--- src/rtl/ioctl_region_loader.sv ---
// HPS ioctl download steering: ROM bytes go to per-region SDRAM ports via a
// req/ack toggle handshake, DIP bytes land in a local register, core reset is held after load.
module ioctl_region_loader #(
  parameter int                          NUM_REGIONS = 4,
  parameter logic [25*NUM_REGIONS-1:0]   REGION_BASE = {25'h10000, 25'h0A000, 25'h08000, 25'h00000},
  parameter logic [25*NUM_REGIONS-1:0]   REGION_END  = {25'h1C000, 25'h10000, 25'h0A000, 25'h08000},
  parameter int                          ADDR_W      = 23,
  parameter int                          ROM_INDEX   = 0,
  parameter int                          DIP_INDEX   = 254,
  parameter int                          DIP_BYTES   = 8,
  parameter int                          RESET_HOLD  = 65535,
  parameter int                          ACK_TIMEOUT = 255
) (
  input  logic                     clk_sys,
  input  logic                     reset,
  input  logic                     ioctl_download,
  input  logic                     ioctl_wr,
  input  logic [24:0]              ioctl_addr,
  input  logic [7:0]               ioctl_dout,
  input  logic [7:0]               ioctl_index,
  output logic                     ioctl_wait,
  output logic [NUM_REGIONS-1:0]   port_req,
  input  logic [NUM_REGIONS-1:0]   port_ack,
  output logic [ADDR_W-1:0]        port_a,
  output logic [1:0]               port_ds,
  output logic [15:0]              port_d,
  input  logic                     user_reset,
  output logic                     core_reset,
  output logic                     rom_loaded,
  output logic [8*DIP_BYTES-1:0]   dip_sw,
  output logic [7:0]               err_unmapped,
  output logic                     err_timeout
);

  localparam int SEL_W  = (NUM_REGIONS > 1) ? $clog2(NUM_REGIONS) : 1;
  localparam int TMR_W  = (ACK_TIMEOUT > 1) ? $clog2(ACK_TIMEOUT + 1) : 1;
  localparam int HOLD_W = (RESET_HOLD > 1) ? $clog2(RESET_HOLD + 1) : 1;
  localparam logic [7:0] ROM_IDX = 8'(ROM_INDEX);
  localparam logic [7:0] DIP_IDX = 8'(DIP_INDEX);

  typedef enum logic [0:0] {IDLE, WAIT_ACK} state_t;

  state_t                   state_q, state_d;
  logic [NUM_REGIONS-1:0]   req_q, req_d;
  logic [ADDR_W-1:0]        a_q, a_d;
  logic [1:0]               ds_q, ds_d;
  logic [15:0]              d_q, d_d;
  logic                     wait_q, wait_d;
  logic [SEL_W-1:0]         sel_q, sel_d;
  logic [TMR_W-1:0]         tmr_q, tmr_d;
  logic [7:0]               errc_q, errc_d;
  logic                     errt_q, errt_d;
  logic [8*DIP_BYTES-1:0]   dip_q, dip_d;
  logic                     wr_q, dl_q;
  logic [7:0]               idx_q, idx_d;
  logic                     loaded_q, loaded_d;
  logic [HOLD_W-1:0]        hold_q, hold_d;
  logic                     core_q, core_d;

  logic                     ev, rom_ev, dip_ev, hit;
  logic [SEL_W-1:0]         hit_idx;
  logic [24:0]              hit_base;
  logic [ADDR_W:0]          off;

  function automatic logic [7:0] sat_inc(input logic [7:0] v);
    return (v == 8'hFF) ? v : v + 8'd1;
  endfunction

  // Region decode: scanning downward lets the lowest matching region win.
  always_comb begin
    hit      = 1'b0;
    hit_idx  = '0;
    hit_base = '0;
    for (int i = NUM_REGIONS - 1; i >= 0; i--) begin
      if (ioctl_addr >= REGION_BASE[25*i +: 25] && ioctl_addr < REGION_END[25*i +: 25]) begin
        hit      = 1'b1;
        hit_idx  = SEL_W'(i);
        hit_base = REGION_BASE[25*i +: 25];
      end
    end
    off = (ADDR_W + 1)'(ioctl_addr - hit_base);
  end

  always_comb begin
    ev     = ioctl_download & ioctl_wr & ~wr_q;
    rom_ev = ev & (ioctl_index == ROM_IDX);
    dip_ev = ev & (ioctl_index == DIP_IDX) & (ioctl_addr < 25'(DIP_BYTES));

    state_d  = state_q;
    req_d    = req_q;
    a_d      = a_q;
    ds_d     = ds_q;
    d_d      = d_q;
    wait_d   = wait_q;
    sel_d    = sel_q;
    tmr_d    = tmr_q;
    errc_d   = errc_q;
    errt_d   = errt_q;
    dip_d    = dip_q;

    case (state_q)
      IDLE: begin
        if (rom_ev) begin
          if (hit) begin
            a_d            = off[ADDR_W:1];
            ds_d           = {off[0], ~off[0]};
            d_d            = {ioctl_dout, ioctl_dout};
            req_d[hit_idx] = ~req_q[hit_idx];
            wait_d         = 1'b1;
            sel_d          = hit_idx;
            tmr_d          = '0;
            state_d        = WAIT_ACK;
          end else begin
            errc_d = sat_inc(errc_q);
          end
        end
      end
      WAIT_ACK: begin
        if (rom_ev) errc_d = sat_inc(errc_q);
        if (port_ack[sel_q] == req_q[sel_q]) begin
          state_d = IDLE;
          wait_d  = 1'b0;
        end else if (tmr_q == TMR_W'(ACK_TIMEOUT - 1)) begin
          // Give up without undoing the toggle; the port may still complete it later.
          state_d = IDLE;
          wait_d  = 1'b0;
          errt_d  = 1'b1;
        end else begin
          tmr_d = tmr_q + 1'b1;
        end
      end
      default: state_d = IDLE;
    endcase

    if (dip_ev) begin
      for (int j = 0; j < DIP_BYTES; j++) begin
        if (ioctl_addr == 25'(j)) dip_d[8*j +: 8] = ioctl_dout;
      end
    end

    idx_d    = (ioctl_download & ~dl_q) ? ioctl_index : idx_q;
    loaded_d = loaded_q | (dl_q & ~ioctl_download & (idx_q == ROM_IDX));

    if (user_reset | ioctl_download | ~loaded_q) hold_d = HOLD_W'(RESET_HOLD);
    else if (hold_q != '0)                       hold_d = hold_q - 1'b1;
    else                                         hold_d = hold_q;
    core_d = (hold_q != '0);
  end

  always_ff @(posedge clk_sys or posedge reset) begin
    if (reset) begin
      state_q  <= IDLE;
      req_q    <= '0;
      a_q      <= '0;
      ds_q     <= '0;
      d_q      <= '0;
      wait_q   <= 1'b0;
      sel_q    <= '0;
      tmr_q    <= '0;
      errc_q   <= '0;
      errt_q   <= 1'b0;
      dip_q    <= '0;
      wr_q     <= 1'b0;
      dl_q     <= 1'b0;
      idx_q    <= '0;
      loaded_q <= 1'b0;
      hold_q   <= HOLD_W'(RESET_HOLD);
      core_q   <= 1'b1;
    end else begin
      state_q  <= state_d;
      req_q    <= req_d;
      a_q      <= a_d;
      ds_q     <= ds_d;
      d_q      <= d_d;
      wait_q   <= wait_d;
      sel_q    <= sel_d;
      tmr_q    <= tmr_d;
      errc_q   <= errc_d;
      errt_q   <= errt_d;
      dip_q    <= dip_d;
      wr_q     <= ioctl_wr;
      dl_q     <= ioctl_download;
      idx_q    <= idx_d;
      loaded_q <= loaded_d;
      hold_q   <= hold_d;
      core_q   <= core_d;
    end
  end

  assign ioctl_wait   = wait_q;
  assign port_req     = req_q;
  assign port_a       = a_q;
  assign port_ds      = ds_q;
  assign port_d       = d_q;
  assign core_reset   = core_q;
  assign rom_loaded   = loaded_q;
  assign dip_sw       = dip_q;
  assign err_unmapped = errc_q;
  assign err_timeout  = errt_q;

endmodule

--- config.mk ---
export PLATFORM = sky130hd
export DESIGN_NAME = ioctl_region_loader
export DESIGN_NICKNAME = d
export VERILOG_FILES = /design/src/rtl/ioctl_region_loader.sv
export SDC_FILE = /design/constraint.sdc
export NUM_CORES = 1
export LEC_CHECK = 0
export ABC_AREA = 1
export ABC_CLOCK_PERIOD_IN_PS = 5030
export BUFFER_PORTS_ARGS = -buffer_cell sky130_fd_sc_hd__buf_2
export CAP_MARGIN = 25
export CORE_MARGIN = 1
export CORE_UTILIZATION = 54
export CTS_BUF_LIST = sky130_fd_sc_hd__clkbuf_16
export CTS_CLUSTER_SIZE = 12
export DETAILED_ROUTE_END_ITERATION = 10
export PLACE_DENSITY = 0.8
export SLEW_MARGIN = 20
export SYNTH_ARGS = -nofsm -noshare
export SYNTH_HDL_FRONTEND = slang
export SYNTH_SLANG_ARGS = --single-unit
--- constraint.sdc ---
create_clock -name clk_sys -period 5.03 [get_ports clk_sys]
set_input_delay 0.503 -clock clk_sys [delete_from_list [all_inputs] [get_ports clk_sys]]
set_output_delay 0.503 -clock clk_sys [all_outputs]
set_load 0.02 [all_outputs]
==> key figures, run 1 <==
STA
  – Fmax: ~420 MHz
  – Final Setup Violations: 0
  – Tmin final: approximately 2400 ps
  – Unrepaired setup endpoints after global routing: no
  – Slew HR: between 30% and 40%
  – Slew Viols, Final: 0
  – Worst Skew: approximately 13 ps
  – Final hold slack: around 81 ps
  – Period utilization: 47.8%
  – Setup_tns: 0 ps
  – Least-Margin Pin Slew: slightly below 1000 ps
  – Final count of hold timing violations: 0

Critical path
  – Kind of critical path: in -> reg
  – Critical Path RT: between 5000 and 6000 ps
  – Worst endpoint data arrival time: about 2700 ps
  – Critical Path Fanout Max: 44
  – CP Launch Type: primary input
  – Crit end category: flip-flop

Clock tree
  – Hold-fix buffers, CTS: 0
  – CTS tree: built
  – Latest clock arrival within the worst-skew pair: around 420 ps
  – Clk buf depth: 2
  – CTS Sinks: 150
  – Setup repair bufs after CTS: 0
  – CTS root buffer: clkbuf_16
  – H-tree levels: 4
  – CTS resizes: 0
  – CTS Buf Count: 17
  – Clk slew on worst S/H paths: 70 ps

Power
  – P_int: around 2.0 mW
  – Sw Pwr: between 600 and 700 uW
  – P_leak: just under 5 nW
  – Sw frac: about a quarter
  – Worst IR Drop VDD: 0.000265 V
  – Seq pwr share: a little under half
  – Logic gate share of total power: under 10%
  – PwrDens: 298 nW/um2
  – Clock power frac: between 40% and 50%

Global route
  – GRT Overall Usage: 28.1%
  – Via count of the first global-routing pass: 5990
  – Initial antenna violation count: 0
  – Pin count of the biggest net entering global routing: 83
  – First-pass GRT wire length: 29000 um
  – Overflow after GRT: 0

Floorplan
  – Die area: around 14000 um2
  – Chip height: 117 um
  – Die width: 117 um
  – I/O pins: approximately 170
  – # rows: just over 40
  – Core area: 12700 um2
  – Initial Util: 56.0%

Route
  – Post-route ant nets: 0
  – DRC Markers: 0
  – WL final: 17900 um
  – First-pass DRT Iterations: 5
  – Via count: between 6000 and 7000
  – Routed length per instance: ~15 um
  – Vias per inst: around 5.2
  – DR iter-0 viols: between 600 and 700

Place
  – Dpl cell area: a little over 8000 um2
  – Final GP Congestion: between 0.9 and 1
  – PortBufs: 170
  – Detailed Place HPWL: ~13000 um
  – Placed Cells: about 1200

Synthesis
  – Ys Warns: 0
  – Count of flip-flops with a built-in enable after synthesis: 0
  – Sequential element share of the synthesized area: 53.0%
  – Top FF cell, synth: dfrtp_1
  – Syn_nets: 936
  – Gate count of the mapped netlist: 878
  – Syn_area_per_cell: 8.11 um2
  – Synth cell types: 28
  – Synth Register Bits: 150
  – Post-synth ARST share: 100%
  – Cell Area, Synth: ~7000 um2

Flow run
  – Max-Cap Viols: 0

Status
  – Outcome: finished, final reports clean

Min path
  – Worst hold path type: in -> async

Layout
  – Fin nets: roughly 1100
  – Fraction of layout cells with a size suffix above 1: between 20% and 30%
  – Design Area, Final: 8640 um2
  – Ant diodes: 0
  – Sequential Area: 3770 um2
  – Area growth syn-to-layout: 21.4%
  – Post-Layout Cell Count: approximately 1200
  – Multi-input logic area: about 2900 um2
  – Fillcell total: between 1000 and 1500
-- cells by family after synthesis --
logic type      Yosys count  synth area share, %
xor+xnor                 21                 2.58
compound gates           54                 4.08
simple gates            537                 32.6
fa+ha+maj                 8                 1.41
buf+inv                 108                 6.34
flops                   150                 53.0
-- layout make-up --
cell class                      instances  area share [%]
Clock buffer                           17            4.92
Clock inverter                         15            1.68
Tap cell                              172            2.49
Multi-Input combinational cell        620            33.5
Inverter                               73            3.23
Timing Repair Buffer                  175            10.5
Sequential cell                       150            43.7
-- per-stage QoR --
| stage | total power, mW | setup WS (ps) | util, % |
|---|---|---|---|
| after floorplan | 1.32 | 519 | - |
| after global placement | 1.37 | 2300 | 63.2 |
| after detailed placement | 1.37 | 2210 | 63.4 |
| after CTS | 2.59 | 2660 | 67.9 |
| after global routing | 2.66 | 2370 | 67.9 |
| final | 2.58 | 2630 | 67.9 |
-- power groups by stage --
stage | sequential (mW) | clock (mW) | combinational [mW]
6_report | 1.23 | 1.23 | 0.123
5_1_grt | 1.23 | 1.29 | 0.141
4_1_cts | 1.23 | 1.24 | 0.124
3_5_place_dp | 1.25 | 0 | 0.123
3_3_place_gp | 1.25 | 0 | 0.119
2_1_floorplan | 1.26 | 0 | 0.0657
-- synthesized netlist by cell type (2+ instances only) --
cell type	instances	area share (%)
xnor2_1	9	1.1
nand4_1	12	1.1
dfrtp_1	133	47
nor2_4	2	0.32
buf_2	10	0.70
dfstp_2	17	6.3
nand3b_1	8	0.84
or2_2	3	0.26
a21oi_1	8	0.56
o21ai_0	38	2.7
nor4_1	10	0.88
inv_2	4	0.21
clkbuf_1	16	0.84
inv_1	69	3.6
nor2_2	8	0.70
buf_4	9	0.95
ha_1	8	1.4
xor2_1	12	1.5
o31ai_1	5	0.53
nand3_1	106	7.5
nor2_1	66	3.5
nor3_1	11	0.77
nand2_2	9	0.79
nand2_1	301	16
-- state kept, by name (all words and copies together), names as in the netlist, 2 cells and up --
name          count
port_d            8
idx_q             8
port_ds           2
err_unmapped      8
port_req          4
dip_sw           64
port_a           23
sel_q             2
hold_q           16
tmr_q             8
-- final timing paths --
path                                          end  cells past startpoint  slack (ps)                   from
max                        dip_sw[35]$_DFFE_PP0P_                     12        2630         ioctl_addr[19]
min                        dip_sw[51]$_DFFE_PP0P_                      2          80                  reset
max reg2reg                dip_sw[35]$_DFFE_PP0P_                      7        2660         wr_q$_DFF_PP0_
min reg2reg                 dip_sw[5]$_DFFE_PP0P_                      2         470  dip_sw[5]$_DFFE_PP0P_
max in group asynchronous  port_d[12]$_DFFE_PP0P_                      4        3810                  reset
min in group clk_sys               wr_q$_DFF_PP0_                      1         220               ioctl_wr
-- per-layer routing --
layer | wire length [um] | global-route usage [%] | vias to the layer above
li1 | - | - | 3123
met1 | 8010 | 37.3 | 3041
met2 | 8590 | 45.8 | 221
met3 | 1060 | 7.21 | 22
met4 | 282 | 8.27 | 0
met5 | 0 | 0 | -
-- worst max-delay path, cell delays in order --
cell and delay [ps]:
buf_2 100, nor2_1 100, nand2_1 90, nor2_4 150, inv_2 40, nor2_1 120
nand3_1 120, nor2_4 790, buf_4 360, nand2_2 150, nand2_1 110, nand2_1 60
-- placed cells by master (no fill, tap or decap), types with 17 or more instances in the layout --
cell	Yosys	layout
nand3_1	106	106
clkbuf_16	0	17
nand2_1	301	301
nor2_1	66	66
dfstp_2	17	17
o21ai_0	38	38
dfrtp_1	133	133
inv_1	69	68
buf_2	10	170
(Power assumes the default switching activity.)
==> run 2: changes to the inputs <==
ABC_AREA = 0   (was 1)
ABC_CLOCK_PERIOD_IN_PS = 2500   (was 5030)
CORE_UTILIZATION = 53   (was 54)
clock period = 2.5 ns   (was 5.03 ns; I/O delays follow)
==> key figures, run 2 <==
Critical path
  – Worst endpoint data arrival time: 2490 ps (was 2710 ps)
  – Kind of critical path: in -> reg (unchanged)
  – Critical Path, Cell by Cell: dlygate4sd3_1 > buf_2 > and4bb_2 > and4_1 > buf_4 > nand4_2 > mux2_2 (was buf_2 > nor2_1 > nand2_1 > nor2_4 > inv_2 > nor2_1 > nand3_1 > nor2_4 > buf_4 > nand2_2 > nand2_1 > nand2_1)
  – CP Launch Type: primary input (unchanged)
  – Crit path from: ioctl_download (was ioctl_addr[19])
  – CP Buf/Inv Count: 3 (unchanged)
  – Reg2reg path depth: 4 (was 7)
  – Slowest stage delay, CP: 530 ps (was 790 ps)
  – Crit end category: flip-flop (unchanged)
  – RR Startpoint: hold_q[4]$_DFFE_PP1P_ (was wr_q$_DFF_PP0_)
  – Critical Path RT: 2810 ps (was 5340 ps)
  – Worst path slowest cell: dlygate4sd3_1 (was nor2_4)
  – CP delay by family, top: buffers and inverters (was simple AND/OR/NAND/NOR gates)
  – Levels on crit path: 7 (was 12)
  – RR Endpoint: hold_q[4]$_DFFE_PP1P_ (was dip_sw[35]$_DFFE_PP0P_)
  – R2r setup slk: 340 ps (was 2660 ps)
  – Critical Path Fanout Max: 8 (was 44)

STA
  – Unrepaired setup endpoints after global routing: no (unchanged)
  – Fmax: 459 MHz
  – Final count of hold timing violations: 0 (unchanged)
  – Period utilization: between 80 and 90%
  – Tmin final: roughly 2200 ps
  – Slew Viols, Final: 0 (unchanged)
  – Least-Margin Pin Slew: 765 ps (was 994 ps)
  – Slew HR: 48.6% (was 33.6%)
  – Final Setup Violations: 0 (unchanged)
  – Worst Skew: 8.20 ps (was 13.1 ps)

Clock tree
  – Setup repair bufs after CTS: 0 (unchanged)
  – Clk slew on worst S/H paths: 60 ps (was 70 ps)
  – CTS root buffer: clkbuf_16 (unchanged)
  – Clk buf depth: 2 (unchanged)
  – H-tree levels: 4 (unchanged)
  – Latest clock arrival within the worst-skew pair: 430 ps (was 420 ps)
  – CTS tree: built (unchanged)
  – CTS Buf Count: 17 (unchanged)
  – CTS Sinks: 150 (unchanged)

Floorplan
  – # rows: 41 (unchanged)
  – Initial Util: 54.4% (was 56.0%)
  – Die width: 116 um (was 117 um)
  – I/O pins: 171 (unchanged)
  – Core area: 12600 um2 (was 12700 um2)
  – Chip height: 116 um (was 117 um)
  – Die area: 13300 um2 (was 13600 um2)

Synthesis
  – Cell taking the most area after synthesis: dfrtp_1 (unchanged)
  – Post-Synth XOR/XNOR Area: 2.05% (was 2.58%)
  – Sequential element share of the synthesized area: 55.3% (was 53.0%)
  – Compound-cell area share of the yosys netlist: 6.65% (was 4.08%)
  – Simple-gate share of the synthesized area: 13.4% (was 32.6%)
  – Syn_area_per_cell: 12.8 um2 (was 8.11 um2)
  – Synth cell types: 59 (was 28)
  – Count of flip-flops with a built-in enable after synthesis: 0 (unchanged)
  – Largest family of logic cells by synthesized area: multiplexers (was simple AND/OR/NAND/NOR gates)
  – Adder-Cell Fraction of Synth Area: 1.47% (was 1.41%)
  – Gate count of the mapped netlist: 534 (was 878)
  – Post-synth ARST share: 100% (unchanged)
  – Leading post-synthesis cells by instance count: dfrtp_1, mux2_2, o21ai_0, nand3_1, dfstp_2 (was nand2_1, dfrtp_1, nand3_1, inv_1, nor2_1)
  – Synth Register Bits: 150 (unchanged)
  – Top FF cell, synth: dfrtp_1 (unchanged)
  – Mux cell area share after synthesis: 17.8% (was 0%)
  – Ranking of synthesized cells by area: dfrtp_1, mux2_2, dfstp_2 (was dfrtp_1, nand2_1, nand3_1)
  – Top-count cell post-synth: dfrtp_1 (was nand2_1)
  – Cell Area, Synth: 6830 um2 (was 7120 um2)
  – Top cell type's share of synthesized area: 48.7% (was 46.7%)
  – Syn_nets: 592 (was 936)
  – Ys Warns: 0 (unchanged)

Place
  – Dpl cell area: 7870 um2 (was 8070 um2)
  – Detailed Place HPWL: 11500 um (was 12800 um)
  – Final GP Congestion: 0.869 (was 0.913)
  – PortBufs: 170 (unchanged)

Layout
  – Area growth syn-to-layout: 23.8% (was 21.4%)
  – Design Area, Final: 8460 um2 (was 8640 um2)
  – Most common cell after layout, fill and taps aside: buf_2 (was nand2_1)
  – Most frequent cells in the layout: buf_2, dfrtp_1, mux2_2, o21ai_0, nand3_1 (was nand2_1, buf_2, dfrtp_1, nand3_1, inv_1)
  – Final design utilization: 67.3% (was 67.9%)
  – Max reg flops: 64 (unchanged)
  – Fin nets: 770 (was 1095)
  – Ant diodes: 0 (unchanged)
  – Fillcell total: 922 (was 1126)
  – Fraction of layout cells with a size suffix above 1: 48.8% (was 23.9%)

Min path
  – Worst hold path type: in -> async (unchanged)

Route
  – Routed length per instance: 17.7 um (was 14.7 um)
  – DRC Markers: 0 (unchanged)
  – Via count: 5066 (was 6407)
  – WL final: 15900 um (was 17900 um)
  – First-pass DRT Iterations: 4 (was 5)
  – DR iter-0 viols: 256 (was 638)
  – Vias per inst: 5.65 (was 5.24)
  – Post-route ant nets: 0 (unchanged)

Flow run
  – Max-Cap Viols: 0 (unchanged)

Status
  – Outcome: finished, final reports clean (unchanged)

Global route
  – Initial antenna violation count: 0 (unchanged)
  – Via count of the first global-routing pass: 5060 (was 5990)
  – Pin count of the biggest net entering global routing: 151 (was 83)
  – Overflow after GRT: 0 (unchanged)
  – GRT Overall Usage: 25.2% (was 28.1%)
  – First-pass GRT wire length: 25300 um (was 29000 um)

Power
  – P_leak: 4.55 nW (was 4.86 nW)
  – Worst IR Drop VDD: 0.000419 V (was 0.000265 V)
  – PwrDens: 605 nW/um2 (was 298 nW/um2)
[run 2: changes by cell type in the layout (fill, tap and decap cells not counted), moves of 8 or more]
| cell | change |
|---|---|
| nand2_1 | -289 |
| mux2_2 | +96 |
| nand3_1 | -88 |
| inv_1 | -53 |
| nor2_1 | -53 |
| o21ai_0 | -15 |
| buf_4 | +12 |
| mux2i_1 | +11 |
| and3_1 | +10 |
| nand2_2 | -9 |
| nand3b_1 | -8 |
| nand4_1 | -8 |
[run 2: final cells by class]
class / instances / area (um2) / share of cell area, %
inverter: 16 / 63.8 / 0.755
clock inverter: 15 / 139 / 1.64
timing repair buffer: 189 / 1010 / 12.0
sequential: 150 / 3770 / 44.6
tap: 172 / 215 / 2.54
multi-input combinational: 338 / 2830 / 33.4
clock buffer: 17 / 425 / 5.03
[run 2: per-stage QoR]
stage               hold WS [ps]  std cells  setup TNS [ps]  power (mW)  setup WS, ps
floorplan                    281        534               0        2.63           112
global placement             374        863               0        2.74          17.2
finish                      71.5        897               0        5.12           320
CTS                         57.0        897               0        5.17           348
global route                70.2        897               0        5.29           183
detailed placement           376        863            -242        2.75         -60.8
[run 2: worst register-to-register path, stage by stage, from the launching register on]
cell,delay [ps]
dfstp_2,390
nor4_1,580
nand3_1,390
or4_1,550
and3_1,180
[run 2: how the worst max path moves through the flow]
| stage | endpoint | slack (ps) |
|---|---|---|
| final | dip_sw[31]$_DFFE_PP0P_ | 320 |
| after detailed placement | port_a[22]$_DFFE_PP0P_ | -60 |
| after floorplan | port_a[16]$_DFFE_PP0P_ | 110 |
| after global routing | hold_q[4]$_DFFE_PP1P_ | 180 |
| after global placement | port_a[18]$_DFFE_PP0P_ | 20 |
| after CTS | hold_q[4]$_DFFE_PP1P_ | 350 |
[run 2: kinds of logic (layout without fill, tap and decap cells)]
family,after synthesis,after routing
compound gates,71,71
xor+xnor,16,16
fa+ha+maj,8,8
buf+inv,46,237
flops,150,150
mux,108,108
simple gates,135,135
[run 2: power by group]
part | internal, mW | switching [mW] | total (mW) | leakage, nW
clock | 1.45 | 0.963 | 2.41 | 0.277
sequential | 2.46 | 0.0136 | 2.47 | 2.00
combinational | 0.0847 | 0.150 | 0.235 | 2.28
[run 2: timing repair]
item,in CTS,in global routing
resized for setup,0,0
setup endpoints to repair,0,0
hold buffers,2,0
endpoints found under the hold margin,2,0
[run 2: per-layer routing]
layer,up-vias,part of all wire [%],GRT usage [%]
li1,2333,-,-
met1,2524,40,29.9
met2,177,50,42.4
met3,32,7.1,7.74
met4,0,2.1,11.4
met5,-,0,0
